--- config.mk ---
export PLATFORM = sky130hd
export DESIGN_NAME = mat_fetch_ctrl_flat
export DESIGN_NICKNAME = d
export VERILOG_FILES = /design/src/rtl/mat_pkg.sv /design/src/rtl/mat_fetch_ctrl_if.sv /design/src/rtl/mat_fetch_ctrl_line_serializer.sv /design/src/rtl/mat_fetch_ctrl.sv /design/src/flat_wrapper.sv
export SDC_FILE = /design/constraint.sdc
export NUM_CORES = 1
export LEC_CHECK = 0
export CAP_MARGIN = 25
export CORE_ASPECT_RATIO = 1.75
export CORE_UTILIZATION = 66
export CTS_BUF_LIST = sky130_fd_sc_hd__clkbuf_8
export DETAILED_ROUTE_END_ITERATION = 8
export DONT_BUFFER_PORTS = 1
export HOLD_SLACK_MARGIN = 0.03
export PLACE_DENSITY = 0.82
export SYNTH_ARGS = -nofsm -noshare
export SYNTH_HDL_FRONTEND = slang
export SYNTH_SLANG_ARGS = --single-unit
--- constraint.sdc ---
create_clock -name clk -period 2.25 [get_ports clk]
set_input_delay 0.225 -clock clk [delete_from_list [all_inputs] [get_ports clk]]
set_output_delay 0.225 -clock clk [all_outputs]
set_load 0.02 [all_outputs]
--- src/rtl/mat_pkg.sv ---
// Shared definitions for the matrix-vector datapath: FSM states, default sizes
// and the fetch watchdog limit.
package mat_pkg;
  localparam int DEPTH_DEF      = 8;
  localparam int DATA_WIDTH_DEF = 8;
  localparam logic [15:0] FETCH_TIMEOUT = 16'hFFFF;

  typedef enum logic [2:0] {
    S_IDLE,
    S_REQ,
    S_WAIT_DATA,
    S_UNPACK,
    S_DONE,
    S_ERR
  } fetch_state_t;
endpackage

--- src/rtl/mat_fetch_ctrl_if.sv ---
// Avalon-MM read channel between the fetch controller and the memory wrapper.
interface mat_fetch_ctrl_if #(
  parameter int ADDR_WIDTH = 32,
  parameter int DATA_W     = 64
);
  logic [ADDR_WIDTH-1:0] avm_address;
  logic                  avm_read;
  logic [DATA_W-1:0]     avm_readdata;
  logic                  avm_readdatavalid;
  logic                  avm_waitrequest;

  modport master (output avm_address, avm_read,
                  input  avm_readdata, avm_readdatavalid, avm_waitrequest);
  modport slave  (input  avm_address, avm_read,
                  output avm_readdata, avm_readdatavalid, avm_waitrequest);
endinterface

--- src/rtl/mat_fetch_ctrl_line_serializer.sv ---
// Holds one fetched memory line and steps through it a byte per cycle, byte 0 first.
module line_serializer #(
  parameter int DEPTH      = 8,
  parameter int DATA_WIDTH = 8
) (
  input  logic                        clk,
  input  logic                        rst_n,
  input  logic                        i_load,
  input  logic                        i_adv,
  input  logic [DEPTH*DATA_WIDTH-1:0] i_line,
  output logic [DATA_WIDTH-1:0]       o_byte,
  output logic                        o_last
);
  localparam int CW = (DEPTH > 1) ? $clog2(DEPTH) : 1;

  logic [DEPTH*DATA_WIDTH-1:0] r_line;
  logic [CW-1:0]               r_cnt;

  // counter parks on the last byte so it never wraps within a line
  always_ff @(posedge clk or negedge rst_n) begin
    if (!rst_n) begin
      r_line <= '0;
      r_cnt  <= '0;
    end else if (i_load) begin
      r_line <= i_line;
      r_cnt  <= '0;
    end else if (i_adv && !o_last) begin
      r_cnt  <= r_cnt + 1'b1;
    end
  end

  assign o_byte = r_line[int'(r_cnt)*DATA_WIDTH +: DATA_WIDTH];
  assign o_last = (r_cnt == CW'(DEPTH-1));
endmodule

--- src/rtl/mat_fetch_ctrl.sv ---
// Fetches DEPTH matrix rows plus one vector line and loads them bytewise into
// the A/B FIFOs. Define FETCH_TIMEOUT_EN to add the per-line watchdog and ERR state.
module mat_fetch_ctrl
  import mat_pkg::*;
#(
  parameter int DEPTH      = DEPTH_DEF,
  parameter int DATA_WIDTH = DATA_WIDTH_DEF,
  parameter int ADDR_WIDTH = 32,
  parameter logic [ADDR_WIDTH-1:0] BASE_ADDR = '0
) (
  input  logic                  clk,
  input  logic                  rst_n,
  input  logic                  start,
  mat_fetch_ctrl_if.master      avm,
  output logic [DATA_WIDTH-1:0] fifo_din,
  output logic [DEPTH-1:0]      a_wren,
  output logic                  b_wren,
  output logic                  mac_clr,
  output logic                  busy,
  output logic                  fetch_done,
  output logic                  fetch_err
);
  localparam int LW = $clog2(DEPTH+1);

  fetch_state_t  r_state;
  logic [LW-1:0] r_line;
  logic          r_mac_clr;
  logic          w_last;
  logic          w_load;
  logic          w_unpack;
  logic          w_vec_line;
`ifdef FETCH_TIMEOUT_EN
  logic [15:0]   r_wdog;
`endif

  assign w_load     = (r_state == S_WAIT_DATA) && avm.avm_readdatavalid;
  assign w_unpack   = (r_state == S_UNPACK);
  assign w_vec_line = (r_line == LW'(DEPTH));

  line_serializer #(.DEPTH(DEPTH), .DATA_WIDTH(DATA_WIDTH)) u_ser (
    .clk    (clk),
    .rst_n  (rst_n),
    .i_load (w_load),
    .i_adv  (w_unpack),
    .i_line (avm.avm_readdata),
    .o_byte (fifo_din),
    .o_last (w_last)
  );

  always_ff @(posedge clk or negedge rst_n) begin
    if (!rst_n) begin
      r_state   <= S_IDLE;
      r_line    <= '0;
      r_mac_clr <= 1'b0;
`ifdef FETCH_TIMEOUT_EN
      r_wdog    <= '0;
`endif
    end else begin
      r_mac_clr <= 1'b0;
      case (r_state)
        S_IDLE: if (start) begin
          r_line    <= '0;
          r_mac_clr <= 1'b1;
          r_state   <= S_REQ;
`ifdef FETCH_TIMEOUT_EN
          r_wdog    <= '0;
`endif
        end
        S_REQ: begin
`ifdef FETCH_TIMEOUT_EN
          r_wdog <= r_wdog + 16'd1;
          if (r_wdog == FETCH_TIMEOUT) r_state <= S_ERR;
          else
`endif
          if (!avm.avm_waitrequest) r_state <= S_WAIT_DATA;
        end
        S_WAIT_DATA: begin
`ifdef FETCH_TIMEOUT_EN
          r_wdog <= r_wdog + 16'd1;
          if (r_wdog == FETCH_TIMEOUT) r_state <= S_ERR;
          else
`endif
          if (avm.avm_readdatavalid) r_state <= S_UNPACK;
        end
        S_UNPACK: if (w_last) begin
          if (w_vec_line) r_state <= S_DONE;
          else begin
            r_line  <= r_line + 1'b1;
            r_state <= S_REQ;
`ifdef FETCH_TIMEOUT_EN
            r_wdog  <= '0;
`endif
          end
        end
        S_DONE:  r_state <= S_IDLE;
`ifdef FETCH_TIMEOUT_EN
        S_ERR:   r_state <= S_ERR;
`endif
        default: r_state <= S_IDLE;
      endcase
    end
  end

  // every output is a decode of registered state, never of an input
  assign avm.avm_read    = (r_state == S_REQ);
  assign avm.avm_address = BASE_ADDR + ADDR_WIDTH'(r_line);
  assign a_wren          = (w_unpack && !w_vec_line) ? (DEPTH'(1) << r_line) : '0;
  assign b_wren          = w_unpack && w_vec_line;
  assign mac_clr         = r_mac_clr;
  assign busy            = (r_state != S_IDLE);
  assign fetch_done      = (r_state == S_DONE);
`ifdef FETCH_TIMEOUT_EN
  assign fetch_err       = (r_state == S_ERR);
`else
  assign fetch_err       = 1'b0;
`endif
endmodule

--- src/flat_wrapper.sv ---
// flat-port wrapper written by rule: the top's interface ports become plain ports
module mat_fetch_ctrl_flat import mat_pkg::*;
#(
  parameter int DEPTH      = DEPTH_DEF,
  parameter int DATA_WIDTH = DATA_WIDTH_DEF,
  parameter int ADDR_WIDTH = 32,
  parameter logic [ADDR_WIDTH-1:0] BASE_ADDR = '0
)
  (clk, rst_n, start, fifo_din, a_wren, b_wren, mac_clr, busy, fetch_done, fetch_err, avm_avm_address, avm_avm_read, avm_avm_readdata, avm_avm_readdatavalid, avm_avm_waitrequest);
  mat_fetch_ctrl_if #(.ADDR_WIDTH(ADDR_WIDTH), .DATA_W((8)*(8))) avm_i ();
  input  logic clk;
  input  logic rst_n;
  input  logic start;
  output logic [DATA_WIDTH-1:0] fifo_din;
  output logic [DEPTH-1:0] a_wren;
  output logic b_wren;
  output logic mac_clr;
  output logic busy;
  output logic fetch_done;
  output logic fetch_err;
  output wire logic [$bits(avm_i.avm_address)-1:0] avm_avm_address;
  output wire logic [$bits(avm_i.avm_read)-1:0] avm_avm_read;
  input wire logic [$bits(avm_i.avm_readdata)-1:0] avm_avm_readdata;
  input wire logic [$bits(avm_i.avm_readdatavalid)-1:0] avm_avm_readdatavalid;
  input wire logic [$bits(avm_i.avm_waitrequest)-1:0] avm_avm_waitrequest;
  assign avm_avm_address = avm_i.avm_address;
  assign avm_avm_read = avm_i.avm_read;
  assign avm_i.avm_readdata = avm_avm_readdata;
  assign avm_i.avm_readdatavalid = avm_avm_readdatavalid;
  assign avm_i.avm_waitrequest = avm_avm_waitrequest;
  mat_fetch_ctrl #(.DEPTH(DEPTH), .DATA_WIDTH(DATA_WIDTH), .ADDR_WIDTH(ADDR_WIDTH), .BASE_ADDR(BASE_ADDR)) u_core (.clk(clk), .rst_n(rst_n), .start(start), .avm(avm_i), .fifo_din(fifo_din), .a_wren(a_wren), .b_wren(b_wren), .mac_clr(mac_clr), .busy(busy), .fetch_done(fetch_done), .fetch_err(fetch_err));
endmodule
==> results.yml <==
final_layout:
  area_delta_synth_final_pct: 21.60
  finalNetCount: 549
  fillers: 329
  utilization_pct: 83.49
  drive_gt1_share_pct: 9.853
global_routing:
  grt_pass1_wl_um: 14310
  grt_pass1_vias: 3106
  antenna_found_initial: 1
  grtUsageTotal_pct: 32.81
  grt_max_degree: 76
  grt_overflow: 0
worst_setup_path:
  crit_type: "reg2out"
  rr_worst_depth: 6
  startpoint: "u_core.u_ser.r_cnt[0]"
  reg2reg_from: "u_core.u_ser.r_cnt[0]"
  cp-end-kind: "output port"
  critPathLaunchType: "flip-flop"
  arrival_ns: 1.93
  crit_fanout: 14
  cp.required_ns: 2.03
power:
  seqPwrFrac_pct: 39.3
  p_leak_nw: 2.376
  switching_share_pct: 41.07
  p_int_mw: 3.589
  power_frac_clock_pct: 16.1
  power_density_nw_per_um2: 1306
  ir_drop_mv: 1.012
  p_switching_mw: 2.501
  comb_power_share_pct: 44.6
run_status:
  status: "finished clean"
detailed_routing:
  drtIter0Drc: 163
  postRouteAntennaNets: 0
  vias_per_cell: 5.505
  wl_per_cell_um: 17.08
  drc: 0
  dr_total_vias: 3050
  first_pass_iters: 6
  wirelength_um: 9465
logic_synthesis:
  synthTopCellsByCount: "nand2_1 (202), dfrtp_1 (75), buf_4 (29), mux4_2 (11), clkbuf_1 (10)"
  synth_top_cell_by_area: "dfrtp_1"
  yosys.area_share.simple_pct: 24.31
  ys.warnings.count: 0
  synth.most_common_cell: "nand2_1"
  synth_area_um2: 3835
  synth_compound_area_share_pct: 2.480
  synth_cell_types: 35
  ys_seq_area_share_pct: 48.94
  synth_area_leaders: "dfrtp_1 (49%), nand2_1 (20%), mux4_2 (6.5%)"
  ys_ff_latch: 75
  ys.flop_type: "dfrtp_1"
  synthAdderAreaFrac_pct: 2.610
  synth_top_cell_area_share_pct: 48.94
  synth-edff-count: 0
  synth_xor_area_share_pct: 0
  syn-mean-instance-area_um2: 9.376
  syn_inst: 409
  synth_mux_area_share_pct: 12.50
  ys_async_sr_fraction_pct: 100.0
  synth_top_family_by_area: "simple AND/OR/NAND/NOR gates"
floorplan:
  coreArea_um2: 5585
  fp.dieH_um: 102.8
  fp-row-count: 36
  die_area_um2: 6131
  io_pins: 123
  start_util_pct: 68.66
  fp.dieW_um: 59.62
clocking:
  cts_setup_buffers: 0
  clock_path_buffers: 2
  cts.htree.levels: 3
  path_clk_slew_ns: 0.07
  clockRootBuffer: "clkbuf_8"
  worstSkewPairLatency_ns: 0.34
  cts_tree: "yes"
  cts_buffers: 9
  clkSinkCount: 75
sta:
  fin_hold_ws_ns: 0.05934
  finalSetupViolCount: 0
  rsz0062_at_grt: "false"
  tightest_slew_ns: 0.6797
  relSlewSlack_pct: 54.59
  setup_slack_ns: 0.09362
  skew_ns: 0.005698
  finalCritPeriodShare_pct: 95.84
  hold_viol: 0
  period_minus_slack_ns: 2.156
  timing.fmax_ghz: 0.4637
  drv_slew: 0
  fin_tns_setup_ns: 0
placement:
  gp_congestion: 0.7976
  port_buffers: 0
  dp_hpwl_um: 5172
  place_worst_setup_slack_ns: 0.4380
worst_hold_path:
  hold_depth: 1
  hold_path.class: "in2reg"
  min_from: "start"
run:
  maxCapViolations: 0
==> layout by cell type, fill, tap and decap left out, types with 3 or more instances in the layout <==
cell type,Yosys,layout
nand2_1,202,202
dfrtp_1,75,74
dlygate4sd3_1,0,65
conb_1,1,29
clkbuf_8,0,13
mux4_2,11,11
mux2_2,8,8
ha_1,8,8
buf_4,29,8
nor2_1,7,7
inv_1,4,6
mux4_1,5,5
and2_1,5,5
o21ai_0,4,4
and3_1,3,3
nor3_1,3,3
==> power groups by stage <==
stage                     combinational, mW  sequential, mW  clock, mW
after global routing                   2.98            2.45       1.04
after floorplan                        2.12            2.25          0
after detailed placement               2.50            2.38          0
after global placement                 2.42            2.33          0
final                                  2.72            2.40      0.978
after CTS                              2.63            2.36      0.990
==> worst paths after layout <==
| path | end | slack, ns |
|---|---|---|
| setup reg to reg | u_core.r_line[0] | 0.39 |
| hold reg to reg | u_core.u_ser.r_line[49] | 0.48 |
| setup / recovery | fifo_din[5] | 0.09 |
| hold / removal | u_core.mac_clr | 0.06 |
| min in group asynchronous | u_core.r_line[3] | 0.45 |
| max in group asynchronous | u_core.u_ser.r_line[53] | 1.49 |
==> stage by stage <==
stage | power (mW) | instances | area, um^2
final | 6.090 | 554 | 4663
after floorplan | 4.367 | 437 | 3940
after global placement | 4.753 | 471 | 3790
after global routing | 6.463 | 554 | 4663
after detailed placement | 4.876 | 471 | 3790
after CTS | 5.979 | 553 | 4659
==> layer usage <==
layer | GRT usage, % | wire (um)
met1 | 36.45 | 3398
met2 | 57.82 | 5311
met3 | 7.152 | 471
met4 | 16.82 | 282
met5 | 0 | 0
==> area by class of cell <==
type	count	area [um^2]	area share, %
clock inverters	3	12.51	0.2683
diodes	1	2.502	0.05366
flip-flops and latches	75	1878	40.27
multi-input cells	307	1723	36.95
well taps	76	95.09	2.039
clock buffers	13	178.9	3.837
repair buffers	75	758.2	16.26
inverters	4	15.01	0.3220
==> state kept, by name, summed over array words and instances (netlist names) <==
name and count:
u_core.u_ser.r_line 64, u_core.r_line 4, u_core.mac_clr 1, u_core.u_ser.r_cnt 3, u_core.r_state 3
==> critical path: stages (launching register included) <==
cell	delay [ns]
dfrtp_1	0.35
buf_4	0.27
mux4_1	0.62
mux2_2	0.35
==> kinds of logic (layout without fill, tap and decap cells) <==
group                      count (synthesis)  in the layout
buffers and inverters                     55             95
adders and majority gates                  8              8
and+or+nand+nor                          231            231
DFF                                       75             75
muxes                                     25             25
other                                      1             30
AOI/OAI and AO/OA                         14             14
==> what timing repair did <==
item,CTS,global route
hold buffers,66,0
endpoints found under the setup margin,0,3
resized for setup,0,1
hold endpoints to repair,139,0
No activity file was read; power rests on OpenSTA's default activity.
